[src/rtl/lsu_dccm_pkg.sv]
// Shared types, widths and address helpers for the banked DCCM port controller.
package lsu_dccm_pkg;

  localparam int DCCM_ADDR_W  = 16;
  localparam int DCCM_DATA_W  = 32;
  localparam int DCCM_ECC_W   = 7;
  localparam int DCCM_FDATA_W = DCCM_DATA_W + DCCM_ECC_W;

  // One pending store-buffer write: row-aligned address plus {ecc, data}.
  typedef struct packed {
    logic [DCCM_ADDR_W-1:0]  addr;
    logic [DCCM_FDATA_W-1:0] fdata;
  } wq_entry_t;

  // Bank index: the bits just above the byte-in-row offset.
  function automatic logic [31:0] bank_of(input logic [31:0] addr, input int wb,
                                          input int nbanks);
    return (addr >> wb) & 32'(nbanks - 1);
  endfunction

  // Row identity: everything above the byte-in-row offset.
  function automatic logic [31:0] row_of(input logic [31:0] addr, input int wb);
    return addr >> wb;
  endfunction

endpackage

[src/rtl/lsu_dccm_wq.sv]
// Write-drain FIFO; exposes per-entry row matches against the current load.
module lsu_dccm_wq
  import lsu_dccm_pkg::*;
#(
  parameter int DEPTH = 4,
  parameter int WB    = 2
) (
  input  logic             clk,
  input  logic             rst,
  input  logic             push,
  input  wq_entry_t        push_entry,
  input  logic             pop,
  input  logic [31:0]      lo_row,
  input  logic [31:0]      hi_row,
  output wq_entry_t        head,
  output logic             empty,
  output logic             full,
  output logic [DEPTH-1:0] row_match
);

  localparam int PTR_W = (DEPTH > 1) ? $clog2(DEPTH) : 1;

  wq_entry_t        mem [DEPTH];
  logic [DEPTH-1:0] valid, valid_nxt;
  logic [PTR_W-1:0] wr_ptr, rd_ptr;

  function automatic logic [PTR_W-1:0] ptr_inc(input logic [PTR_W-1:0] p);
    return (p == PTR_W'(DEPTH - 1)) ? '0 : p + 1'b1;
  endfunction

  // Occupancy: set the slot being pushed, clear the slot being popped.
  always_comb begin
    valid_nxt = valid;
    if (push) valid_nxt[wr_ptr] = 1'b1;
    if (pop)  valid_nxt[rd_ptr] = 1'b0;
  end

  // Pointer and occupancy registers.
  // NOTE: state registers use non-blocking assignments so every flop samples pre-edge values.
  always_ff @(posedge clk or posedge rst) begin
    if (rst) begin
      valid  <= '0;
      wr_ptr <= '0;
      rd_ptr <= '0;
    end else begin
      valid <= valid_nxt;
      if (push) wr_ptr <= ptr_inc(wr_ptr);
      if (pop)  rd_ptr <= ptr_inc(rd_ptr);
    end
  end

  // Entry storage.
  // NOTE: payload storage is deliberately not reset; the valid bits qualify every use of it.
  always_ff @(posedge clk) begin
    if (push) mem[wr_ptr] <= push_entry;
  end

  // Row match of every live entry against both rows touched by the load.
  always_comb begin
    for (int i = 0; i < DEPTH; i++) begin
      row_match[i] = valid[i] &&
                     ((row_of(32'(mem[i].addr), WB) == lo_row) ||
                      (row_of(32'(mem[i].addr), WB) == hi_row));
    end
  end

  assign head  = mem[rd_ptr];
  assign empty = ~|valid;
  assign full  = &valid;

endmodule

[src/rtl/lsu_dccm_bank_ctl.sv]
// N-bank DCCM port controller: load issue, write-drain arbitration, read return.
module lsu_dccm_bank_ctl
  import lsu_dccm_pkg::*;
#(
  parameter int NUM_BANKS  = 4,
  parameter int DATA_W     = DCCM_DATA_W,
  parameter int ECC_W      = DCCM_ECC_W,
  parameter int ADDR_W     = DCCM_ADDR_W,
  parameter int WQ_DEPTH   = 4,
  parameter int STARVE_MAX = 3,
  parameter int RD_LAT     = 1,
  localparam int FDATA_W   = DATA_W + ECC_W
) (
  input  logic                           clk,
  input  logic                           rst,
  input  logic                           freeze_i,
  input  logic                           ld_valid_i,
  output logic                           ld_ready_o,
  input  logic [ADDR_W-1:0]              ld_addr_lo_i,
  input  logic [ADDR_W-1:0]              ld_addr_hi_i,
  input  logic                           wr_valid_i,
  output logic                           wr_ready_o,
  input  logic [ADDR_W-1:0]              wr_addr_i,
  input  logic [FDATA_W-1:0]             wr_data_i,
  output logic                           wq_empty_o,
  output logic [NUM_BANKS-1:0]           bank_rden_o,
  output logic [NUM_BANKS*ADDR_W-1:0]    bank_rd_addr_o,
  output logic [NUM_BANKS-1:0]           bank_wren_o,
  output logic [ADDR_W-1:0]              bank_wr_addr_o,
  output logic [FDATA_W-1:0]             bank_wr_data_o,
  input  logic [NUM_BANKS*FDATA_W-1:0]   bank_rd_data_i,
  output logic                           rd_valid_o,
  output logic [FDATA_W-1:0]             rd_data_lo_o,
  output logic [FDATA_W-1:0]             rd_data_hi_o
);

  localparam int WB        = $clog2(DATA_W / 8);
  localparam int BANK_BITS = $clog2(NUM_BANKS);
  localparam int CNT_W     = $clog2(STARVE_MAX + 1);

  logic [BANK_BITS-1:0] lo_bank, hi_bank, head_bank;
  logic [31:0]          lo_row, hi_row;
  wq_entry_t            push_entry, head;
  logic [WQ_DEPTH-1:0]  row_match;
  logic                 wq_empty, wq_full, push, issue;
  logic                 row_hit, starve_force, ld_accept, conflict;
  logic [CNT_W-1:0]     defer_cnt;

  assign lo_bank   = BANK_BITS'(bank_of(32'(ld_addr_lo_i), WB, NUM_BANKS));
  assign hi_bank   = BANK_BITS'(bank_of(32'(ld_addr_hi_i), WB, NUM_BANKS));
  assign head_bank = BANK_BITS'(bank_of(32'(head.addr), WB, NUM_BANKS));
  assign lo_row    = row_of(32'(ld_addr_lo_i), WB);
  assign hi_row    = row_of(32'(ld_addr_hi_i), WB);

  assign push_entry = '{addr: wr_addr_i, fdata: wr_data_i};
  assign push       = wr_valid_i & ~wq_full;

  lsu_dccm_wq #(
    .DEPTH (WQ_DEPTH),
    .WB    (WB)
  ) u_wq (
    .clk        (clk),
    .rst        (rst),
    .push       (push),
    .push_entry (push_entry),
    .pop        (issue),
    .lo_row     (lo_row),
    .hi_row     (hi_row),
    .head       (head),
    .empty      (wq_empty),
    .full       (wq_full),
    .row_match  (row_match)
  );

  // A load touching a queued row waits so it never reads stale data; the
  // starvation guard steals one load slot so the head write is guaranteed out.
  assign row_hit      = |row_match;
  assign starve_force = ~wq_empty & ~freeze_i & (defer_cnt == CNT_W'(STARVE_MAX));
  assign ld_ready_o   = ~rst & ~freeze_i & ~row_hit & ~starve_force;
  assign ld_accept    = ld_valid_i & ld_ready_o;
  assign conflict     = ld_accept & ~wq_empty &
                        ((head_bank == lo_bank) || (head_bank == hi_bank));
  assign issue        = ~wq_empty & ~freeze_i & ~conflict;

  // Consecutive deferrals of the head write; saturates and holds under freeze.
  always_ff @(posedge clk or posedge rst) begin
    if (rst) begin
      defer_cnt <= '0;
    end else if (issue) begin
      defer_cnt <= '0;
    end else if (conflict && (defer_cnt != CNT_W'(STARVE_MAX))) begin
      defer_cnt <= defer_cnt + 1'b1;
    end
  end

  // Per-bank read/write strobes and read addresses.
  // NOTE: every output of this block gets a default first, so no path leaves a latch behind.
  always_comb begin
    bank_rden_o = '0;
    bank_wren_o = '0;
    for (int b = 0; b < NUM_BANKS; b++) begin
      bank_rd_addr_o[b*ADDR_W +: ADDR_W] =
        (BANK_BITS'(b) == lo_bank) ? ld_addr_lo_i : ld_addr_hi_i;
    end
    if (ld_accept) begin
      bank_rden_o[lo_bank] = 1'b1;
      bank_rden_o[hi_bank] = 1'b1;
    end
    if (issue) bank_wren_o[head_bank] = 1'b1;
  end

  assign bank_wr_addr_o = head.addr;
  assign bank_wr_data_o = head.fdata;
  assign wr_ready_o     = ~wq_full;
  assign wq_empty_o     = wq_empty;

  logic                 s1_valid;
  logic [BANK_BITS-1:0] s1_lo_bank, s1_hi_bank;
  logic [FDATA_W-1:0]   lo_mux, hi_mux;

  // First return stage: remember which banks the accepted load hit.
  always_ff @(posedge clk or posedge rst) begin
    if (rst) begin
      s1_valid   <= 1'b0;
      s1_lo_bank <= '0;
      s1_hi_bank <= '0;
    end else begin
      s1_valid <= ld_accept;
      if (ld_accept) begin
        s1_lo_bank <= lo_bank;
        s1_hi_bank <= hi_bank;
      end
    end
  end

  assign lo_mux = bank_rd_data_i[s1_lo_bank*FDATA_W +: FDATA_W];
  assign hi_mux = bank_rd_data_i[s1_hi_bank*FDATA_W +: FDATA_W];

  if (RD_LAT == 1) begin : g_rd_lat1
    assign rd_valid_o   = s1_valid;
    assign rd_data_lo_o = lo_mux;
    assign rd_data_hi_o = hi_mux;
  end else begin : g_rd_lat2
    // Optional output register stage for timing closure on the SRAM data path.
    always_ff @(posedge clk or posedge rst) begin
      if (rst) begin
        rd_valid_o   <= 1'b0;
        rd_data_lo_o <= '0;
        rd_data_hi_o <= '0;
      end else begin
        rd_valid_o <= s1_valid;
        if (s1_valid) begin
          rd_data_lo_o <= lo_mux;
          rd_data_hi_o <= hi_mux;
        end
      end
    end
  end

endmodule

[config.mk]
export PLATFORM = sky130hd
export DESIGN_NAME = lsu_dccm_bank_ctl
export DESIGN_NICKNAME = d
export VERILOG_FILES = /design/src/rtl/lsu_dccm_pkg.sv /design/src/rtl/lsu_dccm_wq.sv /design/src/rtl/lsu_dccm_bank_ctl.sv
export SDC_FILE = /design/constraint.sdc
export NUM_CORES = 1
export LEC_CHECK = 0
export CAP_MARGIN = 10
export CORE_AREA = 3 3 179 181
export CTS_BUF_LIST = sky130_fd_sc_hd__clkbuf_4
export DETAILED_ROUTE_END_ITERATION = 10
export DIE_AREA = 0 0 182 184
export PLACE_DENSITY_LB_ADDON = 0.05
export SKIP_LAST_GASP = 1
export SLEW_MARGIN = 20
export SYNTH_ARGS = -nofsm -noshare
export SYNTH_HDL_FRONTEND = slang
export SYNTH_SLANG_ARGS = --single-unit
[constraint.sdc]
create_clock -name clk -period 3.2 [get_ports clk]
set_input_delay 0.64 -clock clk [delete_from_list [all_inputs] [get_ports clk]]
set_output_delay 0.64 -clock clk [all_outputs]
set_load 0.005 [all_outputs]
# After elaboration in Yosys (flattened, before gate mapping)
# Memories as Yosys holds them, arrays and structs flattened.
# Index checks and enable logic that the tools add are counted.
# classes
eq_ne,17
multipliers,2
order_cmp,10
shift,2
add_sub_neg,3
bitwise,20
n_reduce_logical,21
div,0
muxes,24
# ops
op,n
indexed part select 156 x 9 -> 39 bit,2
equality test 14 bit,8
two-way mux 16 bit,4
multiplier 2 x 6 -> 8 bit (second input constant),2
two-way mux 4 bit,4
less-than comparator 2 x 3 -> 1 bit (second input constant),5
bitwise AND 1 bit,10
demux 1 bit (select 2 bit),5
greater-or-equal comparator 2 x 1 -> 1 bit (second input constant),5
logical AND 1 bit,10
two-way mux 2 bit,4
bitwise OR 4 bit,2
OR reduction 4 bit,2
two-way mux 1 bit,7
adder 2 x 1 -> 2 bit (second input constant),3
equality test 2 bit (second input constant),3
inverter 1 bit,6
logical OR 1 bit,5
bitwise AND 4 bit,1
equality test 2 bit,2
equality test 2 bit (first input constant),2
inverter 4 bit,1
AND reduction 4 bit,1
equality test 1 x 2 -> 1 bit (first input constant),1
other kinds (4),4
# totals
input_bits,248
memories,1
rom_bits,0
elab_cells,107
ramBits,220
latch_bits,0
out_inout_bits,209
reg_bits,15
# mem_list
name,depth,word_bits,rd,rd_ports_with_merged_regs,write_ports,line,source
u_wq.mem,4,55,5,0,1,lsu_dccm_wq.sv:23,wq_entry_t mem [DEPTH];

# Logic depth before layout (Yosys ltp)
# Gate-level depths: netlist of run 1.
# An unclocked memory read counts as a cell.
# logic_depth
ltp_word,14
ltp_mapped,9

# Cells and area by module
# Synthesis of run 1 repeated with hierarchy kept, for this count alone.
# unflattened
hier_cells,753
area_unflattened_um2,12958.7
# modules_own_cells
module,instances,cells_each,seq_area_each_um2,area_per_inst_um2
lsu_dccm_wq,1,525,6806.5,9826.9
lsu_dccm_bank_ctl,1,228,175.2,3131.8

# Worst setup path before layout of run 1
# OpenSTA, ideal clock, no wires.
# synth_path
path_type,input port to output port
start,input ld_addr_lo_i[3]
end,output bank_wren_o[2]
path_stages,9
slack_ns,0.381
t_arrival_ns,2.179
required_time_ns,2.560
path_cell_list,clkbuf_1 > xnor2_1 > nand4_1 > nor4_1 > o21ai_0 > nand4_1 > buf_6 > o21ai_4 > nor3b_1
# synth_between
elab_chain_len,13
# synth_lines
item,line,source
from (decl),lsu_dccm_bank_ctl.sv:19,"input logic [ADDR_W-1:0] ld_addr_lo_i,"
equality test 14 bit,lsu_dccm_wq.sv:62,"((row_of(32'(mem[i].addr), WB) == lo_row) ||"
logical OR 1 bit,lsu_dccm_wq.sv:62,
logical AND 1 bit,lsu_dccm_wq.sv:61,row_match[i] = valid[i] &&
OR reduction 4 bit,lsu_dccm_bank_ctl.sv:77,assign row_hit = |row_match;
inverter 1 bit,lsu_dccm_bank_ctl.sv:79,assign ld_ready_o = ~rst & ~freeze_i & ~row_hit & ~starve_force;
bitwise AND 1 bit (2 in a row),lsu_dccm_bank_ctl.sv:79,
bitwise AND 1 bit,lsu_dccm_bank_ctl.sv:80,assign ld_accept = ld_valid_i & ld_ready_o;
bitwise AND 1 bit,lsu_dccm_bank_ctl.sv:81,assign conflict = ld_accept & ~wq_empty &
bitwise AND 1 bit *,lsu_dccm_bank_ctl.sv:81,
inverter 1 bit *,lsu_dccm_bank_ctl.sv:83,assign issue = ~wq_empty & ~freeze_i & ~conflict;
bitwise AND 1 bit *,lsu_dccm_bank_ctl.sv:83,
two-way mux 4 bit *,lsu_dccm_bank_ctl.sv:109,if (issue) bank_wren_o[head_bank] = 1'b1;
to (decl),lsu_dccm_bank_ctl.sv:28,"output logic [NUM_BANKS-1:0] bank_wren_o,"
# Every way passes the cells marked *; elsewhere a longest branch is shown, timed or not.

# Worst setup path in the final report of run 1
# layout_path
start,input ld_addr_hi_i[15]
end,output bank_wren_o[2]
# layout_between
elab_chain_len,13
# layout_lines
item,line,source
from (decl),lsu_dccm_bank_ctl.sv:20,"input logic [ADDR_W-1:0] ld_addr_hi_i,"
equality test 14 bit,lsu_dccm_wq.sv:63,"(row_of(32'(mem[i].addr), WB) == hi_row));"
logical OR 1 bit,lsu_dccm_wq.sv:62,
logical AND 1 bit,lsu_dccm_wq.sv:61,
OR reduction 4 bit *,lsu_dccm_bank_ctl.sv:77,
inverter 1 bit *,lsu_dccm_bank_ctl.sv:79,
bitwise AND 1 bit * (2 in a row),lsu_dccm_bank_ctl.sv:79,
bitwise AND 1 bit *,lsu_dccm_bank_ctl.sv:80,
bitwise AND 1 bit * (2 in a row),lsu_dccm_bank_ctl.sv:81,
inverter 1 bit *,lsu_dccm_bank_ctl.sv:83,
bitwise AND 1 bit *,lsu_dccm_bank_ctl.sv:83,
two-way mux 4 bit *,lsu_dccm_bank_ctl.sv:109,
# Marks and branches as above.

==> flow_summary.json, run 1 <==
{
  "arrival_ps": 3090,
  "avgSynthCellArea_um2": 17.4,
  "seqPwrFrac_pct": 34.4,
  "max_stage_delay_ps": 480,
  "io-pin-count": 457,
  "reg2reg_depth": 9,
  "detail-route-antenna-nets": 0,
  "setup_viol": 8,
  "grt_max_degree": 58,
  "reg2reg_slack_ps": 400,
  "core_area_mm2": 0.0306,
  "finalNetCount": 1549,
  "detail_route.wl_per_cell_um": 27.3,
  "p_leak_nw": 7.04,
  "fmax_mhz": 268,
  "ys_top_cells_by_count": "220 x edfxtp_1, 133 x mux4_2, 116 x xnor2_1",
  "track_usage_pct": 27.0,
  "ys_seq_area_share_pct": 54.9,
  "synth_top_area_share_pct": 51.9,
  "cts_root_buf": "clkbuf_4",
  "status": "complete, but fails checks",
  "peakVddDrop_mv": 0.452,
  "end_kind": "primary output",
  "crit_start": "ld_addr_hi_i[15]",
  "synth_area_leader_cell": "edfxtp_1",
  "cts_sinks": 235,
  "io_buffers": 456,
  "ff_latch_area_mm2": 0.00700,
  "hold_class": "primary input to asynchronous set/reset pin",
  "crit_cells": 12,
  "p_int_w": 0.00874,
  "cts-hold-fix-buffers": 0,
  "start_util_pct": 41.6,
  "ys_warn_count": 0,
  "grt_pass1_vias": 9909,
  "violations": "setup timing",
  "min_period_ps": 3730,
  "place.gp.congestion": 0.896,
  "fp.dieW_um": 182,
  "timing.final.ws_setup_ps": -529,
  "path_clk_slew_ps": 70,
  "sw_frac_of_total_pct": 31.4,
  "dpl.hpwl_um": 35400,
  "syn_area_mm2": 0.0127,
  "die_area_mm2": 0.0335,
  "cp_slowest_cell": "clkdlybuf4s50_1",
  "cts_buffer_depth": 3,
  "numCtsBuffers": 56,
  "htreeDepth": 2,
  "rows": 64,
  "max_cap_viol_count": 0,
  "pwr-share-clk_pct": 17.9,
  "final.period_utilization_pct": 117,
  "hold_ws_ps": 448,
  "drive_gt1_share_pct": 33.3,
  "grt_pass1_wl_um": 66200,
  "hold_viol": 0,
  "antenna_found_initial": 12,
  "switchingPower_w": 0.00399,
  "clock_skew_ps": 77.5,
  "final_util_pct": 64.2,
  "vias_per_cell": 5.46,
  "criticalPathCategory": "primary input to primary output",
  "cellPowerDensity_mw_per_mm2": 648,
  "synth.most_common_cell": "edfxtp_1",
  "synth.distinct_cells": 36,
  "synth-async-reset-ratio_pct": 6.38,
  "num-fill-cells": 2283,
  "r2r_end": "u_wq.rd_ptr[0]",
  "ys.flop_type": "edfxtp_1",
  "syn2layout_area_growth_pct": 54.4,
  "synth_seq_cells": 235,
  "die_h_um": 184,
  "overflow": 0,
  "synth_edf_count": 220,
  "drc": 0,
  "rsz0062_at_grt": "yes",
  "share_comb_of_total_power_pct": 47.7,
  "cp.required_ps": 2560,
  "worstPathCellList": "clkdlybuf4s50_1 > buf_4 > xnor2_1 > nand4_1 > nor4_2 > o21ai_1 > nand4_1 > buf_6 > o21ai_4 > buf_6 > nor3b_4 > buf_2",
  "drt_pass1_iterations": 5,
  "wl_um": 47400,
  "multiInputGateArea_mm2": 0.00561,
  "worst_pin_slew_ps": 626,
  "drt_iter0_markers": 638,
  "timing.rr.start": "u_wq.valid[1]",
  "crit_family": "buffers and inverters",
  "relSlewSlack_pct": 58.2,
  "cp-endpoint": "bank_wren_o[2]",
  "clkLatencyLatePin_ps": 700,
  "synth_fp_nets": 987,
  "vias": 9461,
  "synth.area.top_cells": "edfxtp_1 52%, mux4_2 24%, xnor2_1 8.0%",
  "syn_inst": 730,
  "slew_viol_final": 0,
  "crit_buf_inv": 5,
  "worstPathMaxFanout": 3,
  "cts_tree": "done",
  "cp-start-kind": "primary input"
}
==> worst min-delay path by stage <==
stage                       from            end  slack, ps  depth (start not counted)
global route                 rst     rd_valid_o        440                          2
floorplan           defer_cnt[1]   defer_cnt[1]        470                          1
CTS                          rst     rd_valid_o        420                          2
global placement    defer_cnt[1]   defer_cnt[1]        500                          1
detailed placement  defer_cnt[1]   defer_cnt[1]        500                          1
finish                       rst  u_wq.valid[3]        450                          2
==> state kept, by name (all words and copies together) (netlist names) <==
register / count
u_wq.rd_ptr: 2
rd_valid_o: 1
u_wq.mem: 220
s1_lo_bank: 2
u_wq.wr_ptr: 2
s1_hi_bank: 2
defer_cnt: 2
u_wq.valid: 4
==> final cells by class <==
type	count	area share (%)
Timing Repair Buffer	573	29.7
Clock inverter	13	0.312
Multi-Input combinational cell	418	28.5
Inverter	8	0.166
Antenna cell	8	0.102
Clock buffer	81	3.09
Sequential cell	235	35.6
Tap cell	396	2.52
==> power groups by stage <==
| stage | combinational, W | sequential (W) | clock, W |
|---|---|---|---|
| floorplan | 0.00269 | 0.00432 | 0 |
| global placement | 0.00576 | 0.00443 | 0 |
| detailed placement | 0.00572 | 0.00445 | 0 |
| CTS | 0.00598 | 0.00440 | 0.00235 |
| global route | 0.00644 | 0.00443 | 0.00250 |
| finish | 0.00608 | 0.00438 | 0.00227 |
==> layout by cell type, fill, tap and decap left out, types with 7 or more instances in the layout <==
cell | netlist | layout
buf_12 | 0 | 15
buf_4 | 0 | 89
buf_6 | 1 | 8
clkbuf_4 | 0 | 81
clkdlybuf4s50_1 | 0 | 412
clkinv_1 | 0 | 9
dfrtp_1 | 15 | 9
diode_2 | 0 | 8
dlygate4sd2_1 | 0 | 8
dlymetal6s2s_1 | 0 | 27
edfxtp_1 | 220 | 220
ha_1 | 9 | 9
inv_1 | 8 | 7
mux2_2 | 61 | 61
mux4_2 | 133 | 133
nand2_1 | 9 | 9
nand4_1 | 26 | 26
nor2_1 | 9 | 8
xnor2_1 | 116 | 109
xnor2_2 | 0 | 7
==> metal layers <==
metal	global-route usage [%]	routed length, µm	vias up
met5	0	35	-
met4	10.7	1680	6
met3	8.15	4360	84
met2	41.8	22800	461
met1	36.2	18500	4782
li1	-	-	4128
==> through the flow <==
stage | setup TNS [ps] | cells | total power (W) | setup slack [ps] | cell area [µm²]
floorplan | 0 | 730 | 0.00701 | 381 | 12700
global placement | -13460 | 1599 | 0.0102 | -1000 | 18300
detailed placement | -12420 | 1599 | 0.0102 | -1010 | 18300
CTS | -4020 | 1707 | 0.0127 | -500 | 19300
global route | -4680 | 1732 | 0.0134 | -596 | 19600
finish | -2960 | 1732 | 0.0127 | -529 | 19600
==> what timing repair did <==
action	in CTS	in global routing
pin swaps	12	11
cloned	3	3
gates resized for setup	86	44
buffers inserted	13	15
setup endpoints to repair	166	56
==> kinds of logic (layout without fill, tap and decap cells) <==
group | Yosys count | in the layout | synth area share (%)
and+or+nand+nor | 84 | 84 | 3.83
muxes | 195 | 195 | 29.1
other | 0 | 8 | 0
buffers and inverters | 77 | 675 | 2.53
DFF | 235 | 235 | 54.9
AOI/OAI and AO/OA | 14 | 14 | 0.856
xor gates and xnor gates | 116 | 116 | 7.98
adders and majority gates | 9 | 9 | 0.885
Power figures use the tool's default switching activity.
==> run 2: changes to the inputs <==
--- a/config.mk
+++ b/config.mk
@@ -10,7 +10,7 @@
 export CTS_BUF_LIST = sky130_fd_sc_hd__clkbuf_4
 export DETAILED_ROUTE_END_ITERATION = 10
 export DIE_AREA = 0 0 182 184
-export PLACE_DENSITY_LB_ADDON = 0.05
+export PLACE_DENSITY = 0.81
 export SKIP_LAST_GASP = 1
 export SLEW_MARGIN = 20
 export SYNTH_ARGS = -nofsm -noshare
==> run 2 against run 1 <==
Clock power is 5% higher. Largest cell class unchanged. The run still ends with setup timing left. Largest power group unchanged. Worst hold slack better by 60 ps. Global-route usage is 3.0 points higher.
==> flow_summary.json, run 2 (synthesis gave the netlist of run 1 again) <==
{
  "status": "complete, but fails checks",
  "violations": "setup timing",
  "cp.required_ps": 2560,
  "start_util_pct": 41.6,
  "cts_sinks": 235,
  "cp-start-kind": "primary input",
  "antenna_found_initial": 13,
  "ff_latch_area_mm2": 0.00700,
  "most-common-layout-cells": "420 x clkdlybuf4s50_1, 220 x edfxtp_1, 133 x mux4_2",
  "total_power_w": 0.0129,
  "drt_iter0_markers": 763,
  "cellPowerDensity_mw_per_mm2": 653,
  "die_area_mm2": 0.0335,
  "relSlewSlack_pct": 58.7,
  "die_h_um": 184,
  "grt_pass1_wl_um": 72500,
  "dp.cells": 1616,
  "final.period_utilization_pct": 112,
  "end_kind": "primary output",
  "cts_buffer_depth": 3,
  "worstPathMaxFanout": 7,
  "fmax_mhz": 279,
  "final_common_cell": "clkdlybuf4s50_1",
  "pre_cts_ws_ps": -838,
  "max_cap_viol_count": 0,
  "dpl.hpwl_um": 41200,
  "vias_per_cell": 5.66,
  "finalNetCount": 1556,
  "hold_class": "primary input to asynchronous set/reset pin",
  "numCtsBuffers": 54,
  "clock_skew_ps": 28.4,
  "io-pin-count": 457,
  "detail_route.wl_per_cell_um": 30.5,
  "reg_top3": "u_wq.mem: 220 flops, u_wq.valid: 4 flops",
  "p_int_w": 0.00886,
  "htreeDepth": 2,
  "setup_viol": 8,
  "switchingPower_w": 0.00403,
  "fin_area_mm2": 0.0198,
  "pwr-share-clk_pct": 18.4,
  "cts_tree": "done",
  "drc": 0,
  "drt_pass1_iterations": 5,
  "vias": 9839,
  "timing.final.ws_setup_ps": -388,
  "track_usage_pct": 30.1,
  "overflow": 0,
  "sw_frac_of_total_pct": 31.2,
  "top_register": "u_wq.mem",
  "multiInputGateArea_mm2": 0.00567,
  "criticalPathCategory": "primary input to primary output",
  "grt_max_degree": 41,
  "hold_viol": 0,
  "detail-route-antenna-nets": 0,
  "fp.dieW_um": 182,
  "drive_gt1_share_pct": 34.6,
  "worst_pin_slew_ps": 619,
  "clkLatencyLatePin_ps": 650,
  "wl_um": 53000,
  "p_leak_nw": 7.03,
  "core_area_mm2": 0.0306,
  "seqPwrFrac_pct": 34.3,
  "slew_viol_final": 0,
  "largest_register_ffs": 220,
  "num-fill-cells": 2234,
  "rsz0062_at_grt": "yes",
  "path_clk_slew_ps": 70,
  "share_comb_of_total_power_pct": 47.3,
  "cts_root_buf": "clkbuf_4",
  "arrival_ps": 2950,
  "io_buffers": 456,
  "rows": 64,
  "peakVddDrop_mv": 0.540,
  "grt_pass1_vias": 10000,
  "min_period_ps": 3590,
  "placed_area_mm2": 0.0184,
  "finalSetupTns_ps": -2530,
  "place.gp.congestion": 0.976,
  "syn2layout_area_growth_pct": 55.2,
  "fin_cells": 1739
}
==> run 2: cell count changes in the layout (fill, tap and decap cells not counted), moves of 3 or more <==
cell             before  now
buf_4                89  100
dlymetal6s2s_1       27   17
clkdlybuf4s50_1     412  420
xnor2_1             109  104
xnor2_2               7   12
buf_12               15   11
diode_2               8    4
clkinv_1              9   12
==> run 2: timing repair <==
action	CTS	global route
hold endpoints to repair	0	0
setup endpoints to repair	157	46
pin swaps	17	3
setup buffers	6	12
cloned	1	5
hold buffers	0	0
resized for setup	95	36
==> run 2: layout make-up <==
type / count / area share [%]
Antenna cell: 4 / 0.0507
Clock buffer: 79 / 3.00
Clock inverter: 17 / 0.621
Inverter: 8 / 0.165
Multi-Input combinational cell: 418 / 28.7
Sequential cell: 235 / 35.4
Tap cell: 396 / 2.51
Timing Repair Buffer: 582 / 29.5
==> run 2: worst paths after layout <==
check,from,end,slack [ps],cells after the start
min,rst,u_wq.valid[0],510,2
max,ld_addr_hi_i[11],bank_wren_o[0],-390,11
min reg2reg,defer_cnt[1],defer_cnt[1],510,1
min in group clk,defer_cnt[1],defer_cnt[1],510,1
max reg2reg,u_wq.valid[2],u_wq.rd_ptr[0],450,9
max in group asynchronous,rst,u_wq.rd_ptr[0],2230,2
==> run 2: routing by layer <==
| layer | wire length, µm | share of wire [%] | global-route usage, % | up-vias |
|---|---|---|---|---|
| met5 | 153 | 0.29 | 0 | - |
| met4 | 1120 | 2.1 | 6.28 | 14 |
| met3 | 5890 | 11 | 10.7 | 99 |
| met2 | 25100 | 47 | 47.5 | 569 |
| met1 | 20800 | 39 | 40.7 | 5010 |
| li1 | - | - | - | 4147 |
==> run 2: power groups by stage <==
stage	clock network, W	logic, W	registers, W
floorplan	0	0.00269	0.00432
global placement	0	0.00573	0.00443
detailed placement	0	0.00574	0.00447
CTS	0.00245	0.00590	0.00441
global route	0.00262	0.00643	0.00446
finish	0.00238	0.00609	0.00442
==> run 2: per-stage QoR <==
stage / util, % / hold slack, ps
after floorplan: - / 470
after global placement: 60.2 / 481
after detailed placement: 60.2 / 500
after CTS: 63.4 / 475
after global routing: 64.6 / 502
final: 64.6 / 508
==> run 2: critical path: stages <==
cell and delay [ps]:
clkdlybuf4s50_1 470, buf_4 190, xnor2_2 200, nand4_1 170, nor4_4 340, nor4_4 90, nand4_1 100, buf_6 170
o21ai_4 80, nor3_2 330, buf_6 150
